==> src/rtl/sr_latch_sync.sv <==
// ============================================================================
// sr_latch_sync
// ----------------------------------------------------------------------------
// Clocked model of a gated SR latch array. Each bit samples EN/S/R on the
// rising edge of clk and updates a registered Q / not_Q pair. There are no
// combinational loops; everything is plain flops.
//
// An S=R=1 command while EN=1 is resolved by INVALID_POLICY:
//   0 = NOR-latch style, Q=0 and not_Q=0
//   1 = hold the previous state
//   2 = set-dominant  (Q=1, not_Q=0)
//   3 = reset-dominant (Q=0, not_Q=1)
//
// Parameters:
//   WIDTH           number of independent SR cells
//   INVALID_POLICY  resolution of S=R=1 (see above)
//
// Ports:
//   clk         in   1      sole clock, rising edge
//   rst_n       in   1      synchronous active-low reset
//   EN          in   WIDTH  per-bit gate, 0 = hold
//   S           in   WIDTH  per-bit set request
//   R           in   WIDTH  per-bit reset request
//   Q           out  WIDTH  registered latch state
//   not_Q       out  WIDTH  registered complement (independent flop)
//   invalid     out  WIDTH  last sampled command was EN=S=R=1
//   err_clr     in   1      synchronous clear of err_sticky
//   err_sticky  out  1      any invalid event since reset/clear
// ============================================================================
module sr_latch_sync #(
    parameter int WIDTH          = 1,
    parameter int INVALID_POLICY = 0
) (
    input  logic             clk,
    input  logic             rst_n,
    input  logic [WIDTH-1:0] EN,
    input  logic [WIDTH-1:0] S,
    input  logic [WIDTH-1:0] R,
    output logic [WIDTH-1:0] Q,
    output logic [WIDTH-1:0] not_Q,
    output logic [WIDTH-1:0] invalid,
    input  logic             err_clr,
    output logic             err_sticky
);

    // Returns {Q, not_Q} for an invalid command given the current Q.
    function automatic logic [1:0] invalid_outcome(input logic q_cur);
        logic [1:0] res;
        case (INVALID_POLICY)
            1:       res = {q_cur, ~q_cur};
            2:       res = 2'b10;
            3:       res = 2'b01;
            default: res = 2'b00;
        endcase
        return res;
    endfunction

    logic [WIDTH-1:0] q_next;
    logic [WIDTH-1:0] nq_next;
    logic [WIDTH-1:0] inv_next;
    logic             sticky_next;

    always_comb begin
        q_next   = Q;
        nq_next  = not_Q;
        inv_next = '0;
        for (int i = 0; i < WIDTH; i++) begin
            // A hold regenerates not_Q from Q. Outside policy 0 this is a
            // no-op; after a policy-0 invalid (Q=not_Q=0) it resolves the
            // pair to Q=0, not_Q=1. S/R are only looked at under EN=1, so an
            // unknown S/R on a gated-off bit never reaches the outputs.
            q_next[i]  = Q[i];
            nq_next[i] = ~Q[i];
            if (EN[i] == 1'b1) begin
                case ({S[i], R[i]})
                    2'b01: begin
                        q_next[i]  = 1'b0;
                        nq_next[i] = 1'b1;
                    end
                    2'b10: begin
                        q_next[i]  = 1'b1;
                        nq_next[i] = 1'b0;
                    end
                    2'b11: begin
                        inv_next[i] = 1'b1;
                        {q_next[i], nq_next[i]} = invalid_outcome(Q[i]);
                    end
                    default: begin
                        q_next[i]  = Q[i];
                        nq_next[i] = ~Q[i];
                    end
                endcase
            end
        end
    end

    // A new invalid event beats a simultaneous clear.
    always_comb begin
        if (|inv_next) begin
            sticky_next = 1'b1;
        end else if (err_clr) begin
            sticky_next = 1'b0;
        end else begin
            sticky_next = err_sticky;
        end
    end

    // Output register stage: one clock of latency from sampled inputs.
    always_ff @(posedge clk) begin
        if (!rst_n) begin
            Q          <= '0;
            not_Q      <= '1;
            invalid    <= '0;
            err_sticky <= 1'b0;
        end else begin
            Q          <= q_next;
            not_Q      <= nq_next;
            invalid    <= inv_next;
            err_sticky <= sticky_next;
        end
    end

endmodule

==> config.mk <==
export PLATFORM = sky130hd
export DESIGN_NAME = sr_latch_sync
export DESIGN_NICKNAME = d
export VERILOG_FILES = /design/src/rtl/sr_latch_sync.sv
export SDC_FILE = /design/constraint.sdc
export NUM_CORES = 1
export LEC_CHECK = 0
export ABC_AREA = 1
export CAP_MARGIN = 20
export CORE_AREA = 2 2 39 41
export CTS_CLUSTER_SIZE = 24
export DETAILED_ROUTE_END_ITERATION = 8
export DIE_AREA = 0 0 41 43
export GPL_TIMING_DRIVEN = 0
export SYNTH_ARGS = -nofsm -noshare
export SYNTH_HDL_FRONTEND = slang
export SYNTH_SLANG_ARGS = --single-unit
==> constraint.sdc <==
create_clock -name clk -period 0.8 [get_ports clk]
set_clock_uncertainty 0.1 [all_clocks]
set_input_delay 0.24 -clock clk [delete_from_list [all_inputs] [get_ports clk]]
set_output_delay 0.24 -clock clk [all_outputs]
set_load 0.01 [all_outputs]
# Word level (Yosys, flattened, before mapping)
# Cells that the tools add are included.
classes:
  n_eq_ne: 3
  mux: 7
  bitwise_logic: 1
  n_reduce_logical: 5
ops:
  columns: ["op", "n"]
  rows:
  - ["2-to-1 mux 1 bit", 5]
  - ["== test 2 bit, second input constant", 2]
  - ["one-hot mux 1 bit (2 select lines)", 2]
  - ["nonzero test 2 bit", 2]
  - ["OR reduction 2 bit", 2]
  - ["== test 2 x 1 -> 1 bit, second input constant", 1]
  - ["AND reduction 2 bit", 1]
  - ["NOT 1 bit", 1]
word_totals:
  ff_bits: 4
  in_bits: 6
  output_inout_bits: 4
  word_cells: 20

# Depth between registers and ports, before layout
logic_depth:
  word_depth: 4
  mapped_depth: 4
  mapped_depth_nobuf: 4

# Least setup slack after synthesis
# No wires, ideal clock.
synth_timing:
  path_type: "register -> register"
  startpoint: "reg, netlist name Q"
  endpoint: "reg Q"
  setup_ps: 62
  arrival_ps: 576
  required_time_ps: 638
  setup_slack_ps: 62
  stages_incl_launch_ff: 5
  n_path_buf: 0
  synth_period_minus_slack_ps: 738
  cell_sequence: "dfxtp_1 inv_1 nand2_1 nand2_1 nor2_2"
synth_rtl:
  columns: ["element", "line_no", "source"]
  rows:
  - ["end signal, assigned", "116", "Q <= q_next;"]
  - ["end, declared", "39", "output logic [WIDTH-1:0] Q,"]

# Final worst setup path
layout_timing:
  startpoint: "reg Q"
  endpoint: "out Q"
# No word-level cell between the ends.

==> run summary <==
The run finished, with violations left. The final reports fail on setup timing. In this run the worst hold path is classified as primary input to register. Leaving out fill and tap cells, the most frequent cells in the layout are nand2_1, dlygate4sd2_1, clkbuf_4. The tools report the cell-internal power as 0.000418 W. The floorplan step defined a die boundary enclosing 1760 um2. Synthesis inferred 4 register bits.

Across all hold checks on the routed design, the worst slack comes to 0.278 ns. Entering global routing, the biggest net connects 6 pins. In the routed layout, each cell is associated on average with a via count of 3.29. Timing would allow up to 1010 MHz.

The cell at the root of the clock tree was clkbuf_4. For this design, the slowest cell found on the critical path is dfxtp_2. A synthesized cell averages 7.45 um2.

In this design, the stage delay of the slowest critical-path cell is 0.31 ns. The ratio of cells with drive above 1 in the final layout came out at 0.429. Kind of critical path: register to primary output. The floorplan has 14 rows. VDD sags by at most 0.310 mV.

Average routed wire per standard cell: 6.76 um. The layout overhead on the synthesized area was 87.2%; the H-tree depth reported by CTS was 1. The run gives 10 as the top-level I/O count.

The run gives 0.512 as the sequential element share of the synthesized area. With fillers left out, the area of the finished cells amounts to 293 um2. Along the worst path, the maximum fanout reaches 2.

The number of nets in the layout was 43. The critical path buffer and inverter count was 1. The tools report the overflow left after global routing as 0. The smallest clock period supported by the final layout is computed as 0.992 ns. Final period utilization: 1.24. After synthesis, the netlist uses 9 different library cells.

Registers take 82.6 um2. Setup repair after global routing could not meet its margin everywhere. The fraction of post-synthesis cell area in the top cell type by area is 0.512.

The number of clock buffers added by TritonCTS is 3. The total negative slack for setup checks was -0.766 ns; the power per cell area was 1820 nW/um2. The first detailed-routing pass ran for 2 iterations.

For the final cell utilization of the core, the log shows 0.212. Max-cap violations in this run came to 0. After layout, the design draws a total of 0.000533 W.

The tools report the signal arrival time at the worst endpoint as 0.65 ns. In this run the static leakage power is 0.149 nW. The via count of the first global-routing pass is 166, and the synthesized instance count is 21.

In this run the remaining antenna-violating nets after routing total 0. The endpoint class of the critical path is a primary output. The tools report the count of antenna diodes in the layout as 0.

The final route contains 168 vias. For the initial detailed-routing violation count, the log shows 1. The worst setup path is launched from a register. At the later pin of the worst-skew pair, clock insertion delay measures 0.23 ns.

The headroom to the max-slew limit was 0.882. In this run the cell area measured after placement is 267 um2. The critical path goes through buf_6. The initial antenna violation count is 0, and the global-route total usage across every layer is 0.0571. The cell area after technology mapping is 156 um2. The worst endpoint required time is 0.46 ns. The number of setup violations in the final report was 5; the sum of routed wire length over all layers was 345 um. For the pin with the worst max-slew slack, the measured transition is 0.177 ns. The sequential share of power was 0.403; the switching power was 0.000115 W. The clock-pin transition on the worst setup and hold timing paths was 0.04 ns. The die is 41 um wide. The number of buffers on the longest clock path is 2. The relative contribution of combinational cells to total power is 0.137. At the end of routability-driven placement, the weighted congestion stood at 0.546.

The number of pins exceeding their max-slew limit in the final report is 0, and the floorplan die height is 43 um. For the count of final hold-check violations, the log shows 0. Commonest non-fill, non-tap cell in the layout: nand2_1. The cell family contributing the most delay on the critical path is flip-flops.

The fraction of power spent switching nets is 0.216. TritonCTS built the clock tree. The starting utilization of the core area was 0.113; the wire length of the first global-routing pass was 593 um. In the routed design, unresolved DRC markers number 0. For the count of yosys warnings during synthesis, the log shows 0. The count of buffers added on input and output ports is 9. For the multi-input gate area in the final layout, the log shows 65.1 um2.

Of all cell types, the one taking the most synthesized area is dfxtp_1. When the netlist entered floorplanning its net count stood at 27. After synthesis, the cell types taking the most area are dfxtp_1, nand2_1, inv_1, nand3_1, nand3b_1. The part of the power in the clock network came out at 0.460.

Clock tree synthesis found a total of 4 sinks. The core footprint was 1380 um2. The smallest setup slack after layout was -0.192 ns. The number of inserted filler cells in the final layout is 178.
[path summary, 6_finish.rpt]
| kind | start | endpoint | slack (ns) | cells past startpoint |
|---|---|---|---|---|
| max | Q | Q | -0.19 | 1 |
| min | err_clr | err_sticky | 0.28 | 3 |
| max reg2reg | Q | Q | -0.01 | 5 |
| min reg2reg | err_sticky | err_sticky | 0.48 | 3 |
[metal layers]
layer	routed length, um	part of all wire	GRT usage	vias up
met4	0	0	0.0800	0
li1	-	-	-	94
met1	155	0.45	0.0543	66
met3	42	0.12	0.0314	0
met5	0	0	0	-
met2	146	0.42	0.0688	8
[final cells by class]
cell class / count / share of cell area
repair buffers: 11 / 0.312
flip-flops and latches: 4 / 0.282
multi-input cells: 14 / 0.222
clock buffers: 3 / 0.0769
well taps: 16 / 0.0684
inverters: 3 / 0.0385
[cell families after synthesis]
family / after synthesis / share of synthesized area
buffers and inverters: 3 / 0.0720
AND/OR/NAND/NOR: 13 / 0.384
AO/OA/AOI/OAI: 1 / 0.0320
flip-flops: 4 / 0.512
[Yosys cell counts]
cell type / instances
nand3b_1: 1
nor2_2: 1
nand2_1: 7
nand2_2: 1
inv_1: 3
nor2_1: 1
o21ai_1: 1
dfxtp_1: 4
nand3_1: 2
[worst register-to-register path, delay by kind of cell (launching register included)]
family        cells  cell delay, ns
buf+inv           2            0.16
simple gates      3            0.13
flops             1            0.31
[power by group through the flow]
| stage | logic [W] | registers (W) | clock network [W] |
|---|---|---|---|
| after detailed placement | 0.0000774 | 0.000218 | 0 |
| after global placement | 0.0000764 | 0.000217 | 0 |
| final | 0.0000730 | 0.000215 | 0.000245 |
| after global routing | 0.0000834 | 0.000216 | 0.000279 |
| after CTS | 0.0000735 | 0.000215 | 0.000259 |
| after floorplan | 0.0000205 | 0.000222 | 0 |
[sequential cells by signal, summed over array words and instances (netlist names)]
register / count
Q: 1
err_sticky: 1
invalid: 1
not_Q: 1
[through the flow]
stage,setup slack (ns),std cells
after floorplan,0.0619,21
after CTS,-0.205,51
after global placement,-0.415,46
after detailed placement,-0.438,46
after global routing,-0.225,51
final,-0.192,51
[repair_timing]
item | CTS | global route
buffers inserted | 2 | 0
gates resized for setup | 26 | 1
hold buffers | 0 | 0
cloned | 0 | 0
pin swaps | 0 | 2
endpoints found under the setup margin | 8 | 7
(Power assumes the default switching activity.)
